$ cat src/rtl/varredura_tabuleiro_pkg.sv
// varredura_tabuleiro_pkg: board geometry, scanner FSM states and small helpers
package varredura_tabuleiro_pkg;
    localparam int ROWS = 4;
    localparam int COLS = 4;
    localparam int RW   = $clog2(ROWS);

    typedef enum logic [1:0] {
        ST_SCAN     = 2'd0,
        ST_DEBOUNCE = 2'd1,
        ST_EMIT     = 2'd2,
        ST_RELEASE  = 2'd3
    } estado_t;

    function automatic logic [ROWS-1:0] row_onehot(input logic [RW-1:0] idx);
        return ROWS'(1) << idx;
    endfunction

    // more than one column active in the same sample
    function automatic logic multiplas(input logic [COLS-1:0] c);
        return (c & (c - COLS'(1))) != '0;
    endfunction
endpackage

$ cat src/rtl/sincronizador_2ff.sv
// sincronizador_2ff: width-parameterised two-flop synchroniser for asynchronous inputs
module sincronizador_2ff #(
    parameter int W = 4
) (
    input  logic         clock,
    input  logic         reset,
    input  logic [W-1:0] d,
    output logic [W-1:0] q
);
    logic [W-1:0] meta;

    always_ff @(posedge clock or posedge reset) begin
        if (reset) begin
            meta <= '0;
            q    <= '0;
        end else begin
            meta <= d;
            q    <= meta;
        end
    end
endmodule

$ cat src/rtl/varredura_tabuleiro.sv
// varredura_tabuleiro: scans a 4x4 board switch matrix and emits one debounced move per key press
module varredura_tabuleiro
    import varredura_tabuleiro_pkg::*;
#(
    parameter int SCAN_DWELL = 4,
    parameter int DEBOUNCE   = 50000,
    parameter int PULSE_LEN  = 2
) (
    input  logic            clock,
    input  logic            reset,
    input  logic            habilitar,
    input  logic [COLS-1:0] colunas_tab,
    output logic [ROWS-1:0] linhas_tab,
    output logic [ROWS-1:0] jogadaFileira,
    output logic [COLS-1:0] jogadaColuna,
    output logic            temJogada,
    output logic            db_multipla,
    output logic [1:0]      db_estado
);
    localparam int DW = $clog2(SCAN_DWELL);
    localparam int BW = $clog2(DEBOUNCE + 1);
    localparam int PW = $clog2(PULSE_LEN + 1);

    estado_t         estado, estado_d;
    logic [RW-1:0]   row, row_d;
    logic [DW-1:0]   dwell, dwell_d;
    logic [BW-1:0]   deb, deb_d;
    logic [PW-1:0]   pul, pul_d;
    logic [COLS-1:0] cols, cand, cand_d;
    logic [ROWS-1:0] linhas_d, fil_d;
    logic [COLS-1:0] col_d;
    logic            tem_d, mult_d;

    sincronizador_2ff #(.W(COLS)) u_sinc (
        .clock(clock),
        .reset(reset),
        .d    (colunas_tab),
        .q    (cols)
    );

    assign db_estado = estado;

    always_ff @(posedge clock or posedge reset) begin
        if (reset) begin
            estado        <= ST_SCAN;
            row           <= '0;
            dwell         <= '0;
            deb           <= '0;
            pul           <= '0;
            cand          <= '0;
            linhas_tab    <= ROWS'(1);
            jogadaFileira <= '0;
            jogadaColuna  <= '0;
            temJogada     <= 1'b0;
            db_multipla   <= 1'b0;
        end else begin
            estado        <= estado_d;
            row           <= row_d;
            dwell         <= dwell_d;
            deb           <= deb_d;
            pul           <= pul_d;
            cand          <= cand_d;
            linhas_tab    <= linhas_d;
            jogadaFileira <= fil_d;
            jogadaColuna  <= col_d;
            temJogada     <= tem_d;
            db_multipla   <= mult_d;
        end
    end

    // counters only advance while below their terminal value, so they never wrap
    always_comb begin
        estado_d = estado;
        row_d    = row;
        dwell_d  = '0;
        deb_d    = '0;
        pul_d    = '0;
        cand_d   = cand;
        fil_d    = jogadaFileira;
        col_d    = jogadaColuna;
        mult_d   = 1'b0;
        case (estado)
            ST_SCAN: begin
                if (dwell != DW'(SCAN_DWELL - 1)) begin
                    dwell_d = dwell + DW'(1);
                end else if (cols != '0 && !multiplas(cols)) begin
                    estado_d = ST_DEBOUNCE;
                    cand_d   = cols;
                end else begin
                    row_d  = row + RW'(1);
                    mult_d = multiplas(cols);
                end
            end
            ST_DEBOUNCE: begin
                if (cols != cand) begin
                    estado_d = ST_SCAN;
                end else if (deb == BW'(DEBOUNCE - 1)) begin
                    estado_d = ST_EMIT;
                    fil_d    = row_onehot(row);
                    col_d    = cand;
                end else begin
                    deb_d = deb + BW'(1);
                end
            end
            ST_EMIT: begin
                estado_d = pul == PW'(PULSE_LEN - 1) ? ST_RELEASE : ST_EMIT;
                pul_d    = pul == PW'(PULSE_LEN - 1) ? '0 : pul + PW'(1);
            end
            default: begin
                if (cols == '0 && deb == BW'(DEBOUNCE - 1)) begin
                    estado_d = ST_SCAN;
                    row_d    = row + RW'(1);
                end else if (cols == '0) begin
                    deb_d = deb + BW'(1);
                end
            end
        endcase
        if (!habilitar) begin
            estado_d = ST_SCAN;
            row_d    = '0;
            dwell_d  = '0;
            deb_d    = '0;
            pul_d    = '0;
            mult_d   = 1'b0;
        end
        linhas_d = habilitar ? row_onehot(row_d) : '0;
        tem_d    = estado_d == ST_EMIT;
    end
endmodule

$ cat config.mk
export PLATFORM = sky130hd
export DESIGN_NAME = varredura_tabuleiro
export DESIGN_NICKNAME = d
export VERILOG_FILES = /design/src/rtl/varredura_tabuleiro_pkg.sv /design/src/rtl/sincronizador_2ff.sv /design/src/rtl/varredura_tabuleiro.sv
export SDC_FILE = /design/constraint.sdc
export NUM_CORES = 1
export LEC_CHECK = 0
export ABC_AREA = 1
export BUFFER_PORTS_ARGS = -buffer_cell sky130_fd_sc_hd__buf_2
export CAP_MARGIN = 20
export CORE_MARGIN = 2
export CORE_UTILIZATION = 59
export DETAILED_ROUTE_END_ITERATION = 8
export PLACE_DENSITY = 0.76
export SETUP_SLACK_MARGIN = 0.1
export SYNTH_ARGS = -nofsm -noshare
export SYNTH_HDL_FRONTEND = slang
export SYNTH_HIERARCHICAL = 1
export SYNTH_SLANG_ARGS = --single-unit
$ cat constraint.sdc
create_clock -name clock -period 1.8 [get_ports clock]
set_input_delay 0.09 -clock clock [delete_from_list [all_inputs] [get_ports clock]]
set_output_delay 0.09 -clock clock [all_outputs]
set_load 0.05 [all_outputs]
; ---- After elaboration in Yosys (flattened, before gate mapping)
; Cells that the tools add are included.
[op_classes]
reduce_logical = 11
n_bitwise = 3
n_shift = 2
n_mux = 30
eq_ne = 7
addsub = 5
[op_table]
columns = cell, count
row1 = $mux 16, 5
row2 = $mux 2, 16
row3 = $pmux 16 s2, 1
row4 = $add 16x1->16 const B, 1
row5 = $eq 16x16->1 const B, 1
row6 = $reduce_bool 4->1, 2
row7 = $shl 1x2->4 const A, 2
row8 = $add 2x1->2 const B, 3
row9 = $pmux 2 s3, 1
row10 = $reduce_and 3->1, 2
row11 = $mux 1, 5
row12 = $and 4x4->4, 1
row13 = $eq 2x1->1 const B, 2
row14 = $eq 2x2->1 const B, 2
row15 = $logic_not 4->1, 1
row16 = $mux 4, 1
row17 = $ne 4x4->1, 1
row18 = $pmux 2 s2, 1
row19 = $reduce_or 2->1, 2
row20 = $sub 4x1->4 const B, 1
row21 = $logic_and 1x1->1, 2
row22 = $logic_not 2->1, 1
row23 = $ne 2x2->1 const B, 1
row24 = $not 1->1, 2
row25 = $logic_not 1->1, 1
[word_totals]
register_bits = 50

; ---- Longest topological paths before layout
; Gate-level depths: netlist of the first run.
[logic_depth]
ltp_word = 11
ltp_mapped = 12
ltp_nobuf = 12

; ---- Hierarchy
; Netlist of the first run, hierarchy kept.
[modules_own_cells]
columns = module, cells_per_inst, area_each_um2, seq_area_each_um2, n_inst
row1 = varredura_tabuleiro, 276, 2321.0, 1052.3, 1
row2 = sincronizador_2ff, 9, 203.9, 200.2, 1

; ---- Worst setup path after synthesis of the first run
; Ideal clock, no wire load.
[synth_path]
path_type = reg2reg
from = register estado[0] (netlist: db_estado[0])
to = register jogadaColuna[1]
required_time_ps = 1680
setup_time_ps = 120
stages_incl_launch_ff = 10
period_less_slack_ps = 1842
arrival_ps = 1722
slack_ps = -42
path_buffers = 1
cell_sequence = dfrtp_1 > ha_1 > inv_1 > a21oi_1 > nand3_1 > nor2_2 > nand3_2 > buf_6 > nand2_1 > o21ai_2
[synth_between]
elab_chain_len = 2
[synth_lines]
columns = item, line
row1 = start: declaration, varredura_tabuleiro.sv:24  ; estado_t estado, estado_d;
row2 = start signal: assignment, varredura_tabuleiro.sv:57  ; estado <= estado_d;
row3 = $eq 2x1->1, varredura_tabuleiro.sv:82  ; case (estado)
row4 = $reduce_and 3->1 (no line), -
row5 = end signal: assignment, varredura_tabuleiro.sv:65  ; jogadaColuna <= col_d;
row6 = end: declaration, varredura_tabuleiro.sv:15  ; output logic [COLS-1:0] jogadaColuna,
; No other way between the ends.
; A chain may end at the register's enable or synchronous reset.

; ---- Worst setup path after layout of the first run
[layout_path]
from = register estado[1] (netlist: db_estado[1])
to = register deb[14]
[layout_between]
elab_chain_len = 4
word_cells_on_any_way = 6
[layout_lines]
columns = item, line
row1 = $eq 2x2->1 or $logic_not 2->1 (tied branches), varredura_tabuleiro.sv:82
row2 = $reduce_or 2->1 (no line), -
row3 = $pmux 16 s2 (*), varredura_tabuleiro.sv:82
row4 = $mux 16 (*), varredura_tabuleiro.sv:118  ; if (!habilitar) begin
row5 = net deb_d[14], varredura_tabuleiro.sv:27  ; logic [BW-1:0] deb, deb_d;
row6 = end signal: assignment, varredura_tabuleiro.sv:48  ; deb <= '0;
row7 = end signal: assignment, varredura_tabuleiro.sv:60  ; deb <= deb_d;
row8 = end: declaration, varredura_tabuleiro.sv:27
; The timed path passes the listed nets; every way through them passes the cells marked *.

==> qor.yml, run 1 <==
gr-total-overflow: 0
fin_setup_tns_ps: 0
ys_types: 31
first_pass_iters: 5
layout_common_cells: "64 x nand2_1, 47 x dfrtp_1, 42 x inv_1"
final_common_cell: "nand2_1"
nFillCells: 329
hold_path.class: "in -> reg"
vdd_ir_drop_max_mv: 0.636
setup.worst_path.end_class: "flop"
cp-start-kind: "flop"
start_util_pct: 62.2
stdcell_count: 374
drt_iter0_markers: 88
die-area_mm2: 0.00482
maxCapViolCount: 0
clock_latency_ps: 300
worstHoldStart: "habilitar"
port_buffers: 22
antenna_found_initial: 0
syn-mean-instance-area_um2: 8.86
synth_compound_area_share_pct: 7.09
syn-num-nets: 302
period_minus_slack_ps: 1610
diodes: 0
num_io_pins: 23
synth_top_family_by_area: "simple AND/OR/NAND/NOR gates"
clock-sinks: 50
area_growth_pct: 15.6
wirelength_um: 4720
cts.path.max_buffers: 2
critPathKind: "reg -> reg"
rsz0062_at_grt: "true"
grt_use_total_pct: 21.0
vias_per_cell: 5.05
core-area_mm2: 0.00406
yosys-top-cells-area: "dfrtp_1 49%, nand2_1 9.8%, inv_1 6.4%, ha_1 5.0%, nor2_1 3.7%"
dp.cells: 357
p_per_area_mw_per_mm2: 749
cts_buffers: 5
ctsRootBufferMaster: "clkbuf_8"
crit_fanout: 8
syn_inst: 285
worstPathRequired_ps: 2030
drv_slew: 0
timing.critical_path.from: "db_estado[1]$_DFF_PP0_"
p_leak_nw: 1.42
grt_pass1_vias: 1951
synthAdderAreaFrac_pct: 4.96
synth_edf_count: 0
drive_above_1_share_pct: 24.4
ys_async_sr_fraction_pct: 100
num_vias: 1890
htree_levels: 2
synth-xor-area-share_pct: 2.43
synth-main-ff-cell: "dfrtp_1"
antenna_left: 0
multi_input_area_mm2: 0.00113
fin_skew_ps: 5.20
wl_per_cell_um: 12.6
fp.dieH_um: 69.4
gp_congestion: 0.836
synth_seq_cells: 50
timing_hold_violations_final: 0
fmax_mhz: 623
outcome: "finished clean"
fp.dieW_um: 69.4
tightest_slew_ps: 518
netlist_area_mm2: 0.00252
yosysWarnings: 6
critPathArrivalTime_ps: 1830
grt_pass1_wl_um: 8130
seqCellArea_mm2: 0.00125
cts.reportedPaths.clkPinSlew_ps: 80
synth_top_cell_area_share_pct: 48.6
setup_viol: 0
synth_mux_area_share_pct: 0
synth_seq_area_share_pct: 49.6
synthSimpleGateAreaFrac_pct: 27.7
yosysTopAreaCell: "dfrtp_1"
r2r_start: "db_estado[1]$_DFF_PP0_"
maxSlewHeadroom_pct: 65.4
fin_crit_sh_pct: 89.2
drc: 0
grt_max_degree: 43
core.rowCount: 23
nNetsFinal: 340
hpwl_um: 3350
cts_tree: "built"
==> power by group <==
part / internal [mW] / switching, mW / total [mW]
Sequential: 1.19 / 0.0487 / 1.24
Combinational: 0.0893 / 0.201 / 0.291
Clock: 0.310 / 0.346 / 0.657
==> Yosys cell counts, drive strengths merged (2+ instances only) <==
master  number
o21ai       14
xor2         4
a21oi       10
nor3b        2
inv         44
xnor2        3
nor3        10
nand4        3
buf          3
ha          10
nand2       69
nor2        34
dfrtp       49
nand3       23
==> per-layer routing <==
layer | global-route usage [%] | up-vias | part of all wire (%)
li1 | - | 975 | -
met1 | 24.5 | 876 | 44
met5 | 0 | - | 0
met3 | 5.38 | 7 | 3.3
met2 | 37.1 | 32 | 51
met4 | 7.84 | 0 | 1.1
==> final cells by class <==
| cell class | instances | share of cell area, % |
|---|---|---|
| clock buffers | 7 | 2.96 |
| clock inverters | 1 | 0.172 |
| inverters | 44 | 5.66 |
| multi-input cells | 188 | 38.6 |
| well taps | 50 | 2.14 |
| flip-flops and latches | 50 | 43.0 |
| repair buffers | 34 | 7.42 |
==> worst max-delay path, cell delays in order, from the launching register on <==
cell     delay [ps]
dfrtp_2         400
buf_4           130
ha_1            320
inv_1           200
o21ai_4         140
buf_4           150
nand3_1          70
a21oi_1         120
==> timing repair <==
item / 4_1_cts / 5_1_grt
buffers inserted: 1 / 2
hold buffers: 5 / 0
hold endpoints to repair: 53 / 0
endpoints found under the setup margin: 1 / 19
gates cloned: 0 / 1
pin swaps: 1 / 6
gates resized for setup: 2 / 10
==> metrics by stage <==
stage / util [%] / setup WS [ps] / power [mW] / hold slack, ps / area (µm²)
after floorplan: - / 108 / 1.46 / -94.3 / 2530
final: 71.9 / 194 / 2.19 / 74.2 / 2920
after detailed placement: 66.2 / 64.4 / 1.53 / 55.4 / 2690
after CTS: 70.1 / 106 / 2.20 / 64.8 / 2840
after global placement: 66.2 / 114 / 1.52 / 39.5 / 2690
after global routing: 71.9 / 77.8 / 2.31 / 73.6 / 2920
==> path summary, 6_finish.rpt <==
check,to,slack (ps),cells after the start
worst min register to register,u_sinc/q[3]$_DFF_PP0_,350,0
min in group asynchronous,u_sinc/meta[3]$_DFF_PP0_,290,3
worst max register to register,deb[14]$_DFF_PP0_,190,7
worst min-delay path,linhas_tab[0]$_DFF_PP1_,70,3
worst max-delay path,deb[14]$_DFF_PP0_,190,7
max in group asynchronous,db_estado[1]$_DFF_PP0_,950,4
==> cell families (layout without fill, tap and decap cells) <==
kind of cell,Yosys count,after routing
buf+inv,48,86
simple gates,143,144
flops,50,50
compound gates,27,27
fa+ha+maj,10,10
xor+xnor,7,7
==> state kept, by name, summed over array words and instances, names as in the netlist <==
register and cells:
row 2, pul 2, cand 4, deb 16, u_sinc/meta 4, linhas_tab 4
jogadaColuna 4, dwell 2, temJogada 1, jogadaFileira 4, db_multipla 1, db_estado 2
u_sinc/q 4
Note: power is estimated with default switching activity, not from simulation.
==> run 2: changes to the inputs <==
--- a/config.mk
+++ b/config.mk
@@ -9,9 +9,9 @@
 export BUFFER_PORTS_ARGS = -buffer_cell sky130_fd_sc_hd__buf_2
 export CAP_MARGIN = 20
 export CORE_MARGIN = 2
-export CORE_UTILIZATION = 59
+export CORE_UTILIZATION = 45
 export DETAILED_ROUTE_END_ITERATION = 8
-export PLACE_DENSITY = 0.76
+export PLACE_DENSITY = 0.6
 export SETUP_SLACK_MARGIN = 0.1
 export SYNTH_ARGS = -nofsm -noshare
 export SYNTH_HDL_FRONTEND = slang
==> run 2 against run 1 <==
Compared with the run above: worst hold slack about the same; cell area rose by 0.90%; sequential cell count did not move; register-to-register slack got worse by 40 ps; worst setup slack got worse by 44 ps.
==> qor.yml, run 2 (synthesized netlist as in run 1, its figures left out) <==
outcome: "finished clean"
worstHoldStart: "habilitar"
layout_common_cells: "63 x nand2_1, 47 x dfrtp_1, 42 x inv_1"
r2r_start: "deb[0]$_DFF_PP0_"
final_common_cell: "nand2_1"
setup_viol: 0
crit_fanout: 4
vias_per_cell: 4.72
critPathKind: "reg -> reg"
fp.dieW_um: 78.9
start_util_pct: 46.1
grtUsageMet1_pct: 20.9
tightest_slew_ps: 333
diodes: 0
period_minus_slack_ps: 1650
grt_pass1_wl_um: 7870
critPathArrivalTime_ps: 1830
r2r_slack_ps: 150
reg2reg_to: "deb[14]$_DFF_PP0_"
fmax_mhz: 606
gr-total-overflow: 0
p_leak_nw: 1.44
cts.path.max_buffers: 2
fin_setup_tns_ps: 0
worstPathRequired_ps: 1980
hold_path.class: "in -> reg"
hpwl_um: 3410
drv_slew: 0
regMostFlops: "deb"
fin_crit_sh_pct: 91.6
maxCapViolCount: 0
drt_iter0_markers: 94
core.rowCount: 27
rsz0062_at_grt: "true"
fin_skew_ps: 5.26
maxSlewHeadroom_pct: 77.7
cp-start-kind: "flop"
largest_reg_flops: 16
fp.dieH_um: 78.9
cts_buffers: 5
first_pass_iters: 5
antenna_found_initial: 0
clock_latency_ps: 300
hold-path-cell-count: 3
place_ws_ps: 90.7
setup.worst_path.end_class: "flop"
core-area_mm2: 0.00547
gr-usage-met2_pct: 27.0
die-area_mm2: 0.00623
p_per_area_mw_per_mm2: 720
antenna_left: 0
ctsRootBufferMaster: "clkbuf_8"
area_growth_pct: 16.6
wl_per_cell_um: 11.4
grt_use_total_pct: 16.3
grt_max_degree: 24
reg2reg_depth: 8
vdd_ir_drop_max_mv: 0.365
cts_tree: "built"
gp_congestion: 0.829
fin_hold_ws_ps: 74.6
num_vias: 1874
nNetsFinal: 342
setup_slack_ps: 151
num_io_pins: 23
grt_pass1_vias: 1791
timing_hold_violations_final: 0
cts.reportedPaths.clkPinSlew_ps: 80
htree_levels: 2
port_buffers: 22
hold_path_end: "linhas_tab[0]$_DFF_PP1_"
drc: 0
clock-sinks: 50
drive_above_1_share_pct: 24.9
fin_util_pct: 53.8
top_usage_layer: "met2"
wirelength_um: 4520
gr-usage-met3_pct: 4.09
run 2: changes by cell type in the layout (fill, tap and decap cells not counted), sizes merged:
cell	previous run	this run
buf	29	32
clkinv	1	0
nand2	70	69
clkinvlp	0	1
clkbuf	7	6
run 2: metrics by stage:
step / power (mW) / instances / area [µm²]
5_1_grt: 2.26 / 397 / 2940
4_1_cts: 2.16 / 392 / 2860
2_1_floorplan: 1.46 / 285 / 2530
6_report: 2.12 / 397 / 2940
3_3_place_gp: 1.53 / 380 / 2720
3_5_place_dp: 1.53 / 380 / 2720
run 2: worst max-delay path, cell delays in order, from the launching register on:
cell	delay [ps]
dfrtp_1	420
ha_4	180
nand3_4	110
nor2_4	170
nand2_4	80
nor3_4	270
nand2_1	100
nor3_2	120
a21oi_1	80
run 2: timing repair:
| action | CTS | global route |
|---|---|---|
| pin swaps | 0 | 5 |
| hold buffers | 5 | 0 |
| gates resized for setup | 1 | 11 |
| setup buffers | 0 | 5 |
| setup endpoints to repair | 1 | 24 |
| endpoints found under the hold margin | 53 | 0 |
run 2: report_power, final:
part           internal, mW  switching (mW)
logic                0.0903           0.184
registers              1.19          0.0470
clock network         0.267           0.342
run 2: metal layers:
metal / vias to the layer above / wire (µm)
met5: - / 0
met4: 0 / 70
met3: 7 / 141
met2: 21 / 2160
met1: 871 / 2140
li1: 975 / -
run 2: cell type report:
cell class                      count  area, µm²
Clock buffer                        6       72.6
Inverter                           44        165
Multi-Input combinational cell    187       1110
Tap cell                           72       90.1
Sequential cell                    50       1250
Fill cell                         519       2530
Timing Repair Buffer               37        239
Clock inverter                      1       7.51
run 2: worst max path at each step:
stage / startpoint / end / slack [ps] / cells after the start
after floorplan: db_estado[1]$_DFF_PP0_ / jogadaColuna[1]$_DFFE_PP0P_ / 110 / 10
after global placement: deb[0]$_DFF_PP0_ / deb[14]$_DFF_PP0_ / 110 / 8
after detailed placement: deb[0]$_DFF_PP0_ / deb[14]$_DFF_PP0_ / 90 / 8
after CTS: deb[0]$_DFF_PP0_ / deb[14]$_DFF_PP0_ / 120 / 8
after global routing: deb[0]$_DFF_PP0_ / deb[14]$_DFF_PP0_ / 50 / 8
final: deb[0]$_DFF_PP0_ / deb[14]$_DFF_PP0_ / 150 / 8
